==> config.mk <==
export PLATFORM = sky130hd
export DESIGN_NAME = mem_wb_pipe
export DESIGN_NICKNAME = d
export VERILOG_FILES = /design/src/rtl/mem_wb_pipe_pkg.sv /design/src/rtl/mem_wb_pipe_lane_sanitise.sv /design/src/rtl/mem_wb_pipe.sv
export SDC_FILE = /design/constraint.sdc
export NUM_CORES = 1
export LEC_CHECK = 0
export CAP_MARGIN = 10
export CELL_PAD_IN_SITES_DETAIL_PLACEMENT = 2
export CELL_PAD_IN_SITES_GLOBAL_PLACEMENT = 2
export CORE_MARGIN = 2
export CORE_UTILIZATION = 36
export CTS_CLUSTER_DIAMETER = 150
export DETAILED_ROUTE_END_ITERATION = 10
export HOLD_SLACK_MARGIN = 0.02
export PLACE_DENSITY = 0.81
export SYNTH_ARGS = -nofsm -noshare
export SYNTH_HDL_FRONTEND = slang
export SYNTH_SLANG_ARGS = --single-unit
==> constraint.sdc <==
create_clock -name clk -period 4.7 [get_ports clk]
set_input_delay 0.94 -clock clk [delete_from_list [all_inputs] [get_ports clk]]
set_output_delay 0.94 -clock clk [all_outputs]
set_load 0.02 [all_outputs]
==> src/rtl/mem_wb_pipe_pkg.sv <==
// mem_wb_pipe_pkg: shared widths, reset/NOP constants, skid-buffer state encodings and lane-slice helper
package mem_wb_pipe_pkg;
  localparam int RegBus = 32;
  localparam int RegAddrBus = 5;
  localparam int MaxLanes = 4;
  localparam logic [RegAddrBus-1:0] NOPRegAddr = '0;
  localparam logic [RegBus-1:0] ZeroWord = '0;
  localparam logic RstEnable = 1'b1;
  typedef enum logic [1:0] {
    WBQ_EMPTY = 2'b00,
    WBQ_ONE   = 2'b01,
    WBQ_FULL  = 2'b10
  } wbq_state_t;
  function automatic int lane_lsb(input int lane, input int w);
    return lane * w;
  endfunction
endpackage

==> src/rtl/mem_wb_pipe_lane_sanitise.sv <==
// wb_lane_sanitise: clears wreg for $0 destinations and for lower lanes that collide with a higher lane (addr/wreg in, wreg_san out)
module wb_lane_sanitise
  import mem_wb_pipe_pkg::*;
#(
  parameter int ADDR_W = RegAddrBus,
  parameter int LANES = 1
) (
  input  logic [LANES*ADDR_W-1:0] addr,
  input  logic [LANES-1:0]        wreg,
  output logic [LANES-1:0]        wreg_san
);
  always_comb begin
    wreg_san = wreg;
    for (int i = 0; i < LANES; i++) begin
      if (addr[lane_lsb(i, ADDR_W) +: ADDR_W] == ADDR_W'(NOPRegAddr)) wreg_san[i] = 1'b0;
      for (int j = i + 1; j < LANES; j++)
        if (wreg[i] && wreg[j] && addr[lane_lsb(i, ADDR_W) +: ADDR_W] == addr[lane_lsb(j, ADDR_W) +: ADDR_W])
          wreg_san[i] = 1'b0;
    end
  end
endmodule

==> src/rtl/mem_wb_pipe.sv <==
// mem_wb_pipe: MEM/WB stage, 2-entry skid buffer; in: clk rst flush mem_valid mem_dest_addr mem_wreg mem_dest_data wb_ready; out: mem_ready wb_valid wb_dest_addr wb_wreg wb_dest_data; MEM_WB_HILO_EN adds mem_whilo/mem_hi/mem_lo and wb_whilo/wb_hi/wb_lo
module mem_wb_pipe
  import mem_wb_pipe_pkg::*;
#(
  parameter int DATA_W = RegBus,
  parameter int ADDR_W = RegAddrBus,
  parameter int LANES = 1
) (
  input  logic                    clk,
  input  logic                    rst,
  input  logic                    flush,
  input  logic                    mem_valid,
  output logic                    mem_ready,
  input  logic [LANES*ADDR_W-1:0] mem_dest_addr,
  input  logic [LANES-1:0]        mem_wreg,
  input  logic [LANES*DATA_W-1:0] mem_dest_data,
  output logic                    wb_valid,
  input  logic                    wb_ready,
  output logic [LANES*ADDR_W-1:0] wb_dest_addr,
  output logic [LANES-1:0]        wb_wreg,
  output logic [LANES*DATA_W-1:0] wb_dest_data
`ifdef MEM_WB_HILO_EN
  ,
  input  logic                    mem_whilo,
  input  logic [DATA_W-1:0]       mem_hi,
  input  logic [DATA_W-1:0]       mem_lo,
  output logic                    wb_whilo,
  output logic [DATA_W-1:0]       wb_hi,
  output logic [DATA_W-1:0]       wb_lo
`endif
);
  wbq_state_t state, state_nxt;
  logic accept, pop, load_h, load_s, shift;
  logic [LANES-1:0] in_wreg, h_wreg, s_wreg;
  logic [LANES*ADDR_W-1:0] h_addr, s_addr;
  logic [LANES*DATA_W-1:0] h_data, s_data;
`ifdef MEM_WB_HILO_EN
  logic h_whilo, s_whilo;
  logic [DATA_W-1:0] h_hi, h_lo, s_hi, s_lo;
`endif
  wb_lane_sanitise #(.ADDR_W(ADDR_W), .LANES(LANES)) u_san (
    .addr     (mem_dest_addr),
    .wreg     (mem_wreg),
    .wreg_san (in_wreg)
  );
  always_ff @(posedge clk) begin
    if (rst == RstEnable) state <= WBQ_EMPTY;
    else state <= state_nxt;
  end
  always_comb begin
    state_nxt = flush                ? WBQ_EMPTY :
                state == WBQ_EMPTY   ? (accept ? WBQ_ONE : WBQ_EMPTY) :
                state == WBQ_ONE     ? (accept && !pop ? WBQ_FULL : (!accept && pop ? WBQ_EMPTY : WBQ_ONE)) :
                state == WBQ_FULL    ? (pop ? WBQ_ONE : WBQ_FULL) : WBQ_EMPTY;
  end
  always_comb begin
    wb_valid     = state != WBQ_EMPTY;
    mem_ready    = state != WBQ_FULL;
    accept       = mem_valid & mem_ready;
    pop          = wb_valid & wb_ready;
    load_h       = accept && (state == WBQ_EMPTY || (state == WBQ_ONE && pop));
    load_s       = accept && state == WBQ_ONE && !pop;
    shift        = state == WBQ_FULL && pop;
    wb_wreg      = wb_valid ? h_wreg : '0;
    wb_dest_addr = wb_valid ? h_addr : '0;
    wb_dest_data = wb_valid ? h_data : '0;
`ifdef MEM_WB_HILO_EN
    wb_whilo     = wb_valid & h_whilo;
    wb_hi        = wb_valid ? h_hi : '0;
    wb_lo        = wb_valid ? h_lo : '0;
`endif
  end
  // Payload registers need no reset: every output is gated by wb_valid.
  always_ff @(posedge clk) begin
    if (load_h) begin
      h_wreg <= in_wreg;
      h_addr <= mem_dest_addr;
      h_data <= mem_dest_data;
    end else if (shift) begin
      h_wreg <= s_wreg;
      h_addr <= s_addr;
      h_data <= s_data;
    end
    if (load_s) begin
      s_wreg <= in_wreg;
      s_addr <= mem_dest_addr;
      s_data <= mem_dest_data;
    end
  end
`ifdef MEM_WB_HILO_EN
  always_ff @(posedge clk) begin
    if (load_h) begin
      h_whilo <= mem_whilo;
      h_hi    <= mem_hi;
      h_lo    <= mem_lo;
    end else if (shift) begin
      h_whilo <= s_whilo;
      h_hi    <= s_hi;
      h_lo    <= s_lo;
    end
    if (load_s) begin
      s_whilo <= mem_whilo;
      s_hi    <= mem_hi;
      s_lo    <= mem_lo;
    end
  end
`endif
endmodule

==> results of run 1 <==
[worst paths after layout]
| path | startpoint | endpoint | slack, ns |
|---|---|---|---|
| worst max-delay path | state[0] | wb_dest_addr[1] | 1.52 |
| worst min-delay path | s_data[20] | h_data[20] | 0.55 |
| worst max register to register | state[0] | h_data[14] | 2.60 |
| worst min register to register | s_data[20] | h_data[20] | 0.55 |
[Yosys cell counts, drive strengths merged]
library cell   n  area, um^2
nor2b         28       177.7
a21o           1       7.510
nor2           2       7.510
inv            1       3.750
o32a           1       10.01
or4            1       7.510
edfxtp        76        2282
nand2          3       11.26
dfxtp          2       40.04
buf            4       28.78
clkbuf         4       15.01
and2b         11       82.58
mux2          38       427.9
a21oi          1       5.000
a2111oi        1       8.760
nand2b         3       18.77
a211oi         1       7.510
o21a           1       7.510
[cell families after synthesis]
family / share of synthesized area, %
simple gates: 9.694
buf+inv: 1.510
mux: 13.59
flops: 73.74
compound gates: 1.470
[metrics by stage]
stage | setup slack, ns | power, mW
floorplan | 1.558 | 0.8974
global placement | 1.639 | 0.9735
detailed placement | 1.565 | 0.9817
CTS | 1.405 | 1.458
global route | 1.341 | 1.491
finish | 1.525 | 1.435
[registers in the layout (all words and copies together), names as in the netlist]
register	count
h_wreg	1
h_data	32
s_data	32
s_wreg	1
h_addr	5
state	2
s_addr	5
[area by class of cell]
cell class              count  area share (%)
flip-flops and latches     78           54.52
inverters                   1         0.08813
well taps                 108           3.173
clock buffers              10           2.996
repair buffers             82           19.27
clock inverters             5           1.204
multi-input cells          92           18.74
[layer usage]
metal | global-route usage, % | wire (um)
met1 | 18.48 | 2856
met2 | 25.41 | 3437
met3 | 3.094 | 344
met4 | 6.410 | 113
met5 | 0 | 0
[power by group through the flow]
stage          Clock (mW)  Combinational (mW)  Sequential [mW]
2_1_floorplan           0              0.0760            0.821
3_3_place_gp            0               0.151            0.823
3_5_place_dp            0               0.156            0.826
4_1_cts             0.491               0.156            0.810
5_1_grt             0.514               0.164            0.813
6_report            0.473               0.153            0.809
==> flow_summary.json, run 1 <==
{
  "cts-resized-gates": 0,
  "fill_cells": 825,
  "area_growth_pct": 35.24,
  "postSynthCellCount": 179,
  "dp_cells": 361,
  "status": "finished, final reports clean",
  "grt_max_degree": 40,
  "cp.depth": 3,
  "regArea_um2": 2322,
  "critical_path_arrival_ns": 2.24,
  "ys_ff_latch": 78,
  "path_buf_inv": 1,
  "core_area_um2": 8593,
  "r2r_cells": 3,
  "io_buffer_count": 82,
  "syn_nets": 222,
  "finalNonFillerCells": 376,
  "wirelength_um": 6751,
  "grt_pass1_wl_um": 10710,
  "grt_antenna_before_repair": 0,
  "startpoint_type": "flop",
  "cpPeakStageDelay_ns": 0.69,
  "leakage_nw": 1.439,
  "cts.sinks": 78,
  "holdWs_ns": 0.5495,
  "required_ns": 3.76,
  "intPower_mw": 1.124,
  "row_count": 34,
  "p_comb_share_pct": 10.6,
  "fin_setup_tns_ns": 0,
  "die_width_um": 97.53,
  "setup_viol": 0,
  "grt_usage_pct": 14.95,
  "period_share_pct": 67.56,
  "slew_viol_final": 0,
  "diodes": 0,
  "grt_pass1_vias": 2012,
  "fin_nets": 307,
  "cts_max_level": 3,
  "seqPwrFrac_pct": 56.4,
  "crit_fanout": 39,
  "hold_viol": 0,
  "clockBufferDepth": 2,
  "dr.pass1.iters": 4,
  "dpl_cell_area_um2": 4080,
  "ys_seq_area_share_pct": 73.74,
  "final_common_cell": "clkdlybuf4s50_1",
  "p_switching_uw": 310.8,
  "crit_family": "simple AND/OR/NAND/NOR gates",
  "cap_violations": 0,
  "tightest_slew_ns": 1.182,
  "layout_min_cycle_time_ns": 3.175,
  "swShare_pct": 21.66,
  "relSlewSlack_pct": 21.03,
  "clockRootBuffer": "clkbuf_8",
  "io_pins": 83,
  "place_congestion": 0.7265,
  "crit_type": "flop to output pin",
  "die_y_um": 97.53,
  "overflow": 0,
  "ys_types": 21,
  "cp_cell_sequence": "nor2_4 > and2b_1 > clkdlybuf4s50_1",
  "clk_latency_ns": 0.34,
  "postCtsSetupBuffers": 0,
  "fmax_ghz": 0.3149,
  "rsz0062_at_grt": "no",
  "clkTransAtPathRegs_ns": 0.07,
  "multi_input_area_um2": 798.3,
  "pwr-share-clk_pct": 33.0,
  "whs_path_depth": 1,
  "worstHoldPathType": "flop to flop",
  "wire_per_inst_um": 17.95,
  "drive_gt1_share_pct": 20.90,
  "syn_area_um2": 3149,
  "first_iter_violations": 61,
  "cpMaxStageDelayCell": "nor2_4",
  "final_core_util_pct": 49.56,
  "vias": 1781,
  "drc_errors": 0,
  "cp-end-kind": "output pin",
  "via_per_inst": 4.737,
  "start_util_pct": 36.65,
  "tritoncts": "done",
  "layout_common_cells": "82 x clkdlybuf4s50_1, 76 x edfxtp_1, 38 x mux2_2",
  "postSynthAreaPerCell_um2": 17.59,
  "postRouteAntennaNets": 0,
  "ctsHoldBuffers": 0,
  "skew_ns": 0.01048,
  "die-area_um2": 9512,
  "power_density_nw_per_um2": 336.9,
  "numCtsBuffers": 9,
  "max-vdd-ir-drop_mv": 0.1869,
  "place_hpwl_um": 4463,
  "yosys_warnings": 0,
  "final_area_um2": 4259
}
No activity file was read; power rests on OpenSTA's default activity.
==> run 2: changes to the inputs <==
--- a/config.mk
+++ b/config.mk
@@ -9,11 +9,11 @@
 export CELL_PAD_IN_SITES_DETAIL_PLACEMENT = 2
 export CELL_PAD_IN_SITES_GLOBAL_PLACEMENT = 2
 export CORE_MARGIN = 2
-export CORE_UTILIZATION = 36
+export CORE_UTILIZATION = 31
 export CTS_CLUSTER_DIAMETER = 150
 export DETAILED_ROUTE_END_ITERATION = 10
 export HOLD_SLACK_MARGIN = 0.02
-export PLACE_DENSITY = 0.81
+export PLACE_DENSITY = 0.74
 export SYNTH_ARGS = -nofsm -noshare
 export SYNTH_HDL_FRONTEND = slang
 export SYNTH_SLANG_ARGS = --single-unit
==> constraint.sdc (replaced) <==
create_clock -name clk -period 2.7 [get_ports clk]
set_input_delay 0.54 -clock clk [delete_from_list [all_inputs] [get_ports clk]]
set_output_delay 0.54 -clock clk [all_outputs]
set_load 0.02 [all_outputs]
==> run 2 against run 1 <==
  * Combinational power up 84%
  * Largest power group unchanged
  * Critical path type unchanged
  * Via count is 3.5% higher
  * Critical endpoint unchanged
  * Sequential power increased by 74%
  * Wire length up 5.6%
  * Non-clock buffer count is 6 higher
==> flow_summary.json, run 2 (synthesized netlist as in run 1, its figures left out) <==
{
  "status": "finished, final reports clean",
  "wirelength_um": 7128,
  "vias": 1843,
  "first_iter_violations": 39,
  "cts_max_level": 3,
  "multi_input_area_um2": 809.5,
  "crit_fanout": 20,
  "clockRootBuffer": "clkbuf_8",
  "clk_latency_ns": 0.34,
  "dpl_cell_area_um2": 4182,
  "required_ns": 2.16,
  "grt_pass1_wl_um": 11330,
  "cpPeakStageDelay_ns": 0.54,
  "rsz0062_at_grt": "no",
  "grt_max_degree": 26,
  "period_share_pct": 95.31,
  "leakage_nw": 1.517,
  "skew_ns": 0.009381,
  "tritoncts": "done",
  "fmax_ghz": 0.3886,
  "critical_path_arrival_ns": 2.03,
  "core_area_um2": 9819,
  "diodes": 0,
  "final_area_um2": 4367,
  "clockBufferDepth": 2,
  "dr.pass1.iters": 4,
  "grt_antenna_before_repair": 0,
  "cpMaxStageDelayCell": "clkdlybuf4s50_1",
  "start_util_pct": 32.07,
  "fin_nets": 314,
  "ctsHoldBuffers": 0,
  "hold_viol": 0,
  "postRouteAntennaNets": 0,
  "max-vdd-ir-drop_mv": 0.2838,
  "place_hpwl_um": 4752,
  "grt_pass1_vias": 2028,
  "wire_per_inst_um": 17.43,
  "cp_cell_sequence": "nor2_4 > and2b_1 > clkdlybuf4s50_1",
  "crit_family": "simple AND/OR/NAND/NOR gates",
  "cp-end-kind": "output pin",
  "fin_setup_tns_ns": 0,
  "layout_common_cells": "79 x clkdlybuf4s50_1, 76 x edfxtp_1, 38 x mux2_2",
  "cap_violations": 0,
  "die-area_um2": 10980,
  "slew_viol_final": 0,
  "startpoint_type": "flop",
  "via_per_inst": 4.506,
  "place_congestion": 0.6936,
  "area_growth_pct": 38.66,
  "clkTransAtPathRegs_ns": 0.08,
  "power_mw": 2.447,
  "layout_min_cycle_time_ns": 2.573,
  "io_pins": 83,
  "power_density_nw_per_um2": 560.4,
  "relSlewSlack_pct": 61.44,
  "worstHoldPathType": "flop to flop",
  "drive_gt1_share_pct": 23.19,
  "reg_top3": "h_data x32, s_data x32",
  "path_buf_inv": 1,
  "die_width_um": 104.8,
  "grt_usage_pct": 13.71,
  "io_buffer_count": 82,
  "die_y_um": 104.8,
  "cts.sinks": 78,
  "drc_errors": 0,
  "tightest_slew_ns": 0.5770,
  "overflow": 0,
  "fill_cells": 1000,
  "crit_type": "flop to output pin",
  "rrSetupSlack_ns": 0.84,
  "postCtsSetupBuffers": 0,
  "row_count": 36,
  "numCtsBuffers": 9,
  "regArea_um2": 2322,
  "final_common_cell": "clkdlybuf4s50_1",
  "setup_viol": 0
}
## run 2: cell types whose count changed in the layout (fill, tap and decap cells not counted), sizes merged
cell           change
bufinv             -1
clkdlybuf4s50      -3
clkinvlp           +3
buf                +6
clkinv             -1
nor2               +1
dlymetal6s2s       +3
## run 2: through the flow
stage               instances  hold WS, ns  utilization, %  setup slack (ns)
global placement          392       0.5287           42.58            0.2274
detailed placement        392       0.5338           42.58            0.1718
floorplan                 179       0.4955               -            0.5842
global route              409       0.5582           44.47          0.003361
finish                    409       0.5496           44.47            0.1267
CTS                       409       0.5501           44.39           0.04048
## run 2: cell type report
cell class | count | share of cell area [%]
clock buffers | 10 | 2.923
clock inverters | 6 | 0.8883
inverters | 1 | 0.08596
multi-input cells | 93 | 18.54
flip-flops and latches | 78 | 53.18
well taps | 133 | 3.811
repair buffers | 88 | 20.57
## run 2: worst paths after layout
check	startpoint	end	depth (start not counted)
max	state[0]	wb_dest_addr[1]	3
min reg2reg	s_data[2]	h_data[2]	1
min	s_data[2]	h_data[2]	1
max reg2reg	state[0]	h_data[9]	4
## run 2: layer usage
layer / routed length (um) / GRT usage [%] / up-vias
met3: 264 / 2.745 / 7
met4: 61 / 5.143 / 0
li1: - / - / 854
met2: 3805 / 24.63 / 48
met5: 0 / 0 / -
met1: 2996 / 16.08 / 934
## run 2: worst register-to-register path, cell delays in order (launching register included)
cell	delay, ns
dfxtp_1	0.55
nand2b_1	0.22
nand2_2	0.12
buf_4	0.32
mux2_2	0.39
## run 2: timing repair
action | in CTS | in global routing
pin swaps | 1 | 1
gates cloned | 1 | 0
gates resized for setup | 1 | 3
endpoints found under the setup margin | 39 | 7
## run 2: power breakdown
group | total [mW] | internal [mW] | switching, mW | leakage [nW]
registers | 1.41 | 1.39 | 0.0154 | 0.736
clock network | 0.758 | 0.329 | 0.428 | 0.0720
logic | 0.281 | 0.157 | 0.124 | 0.709
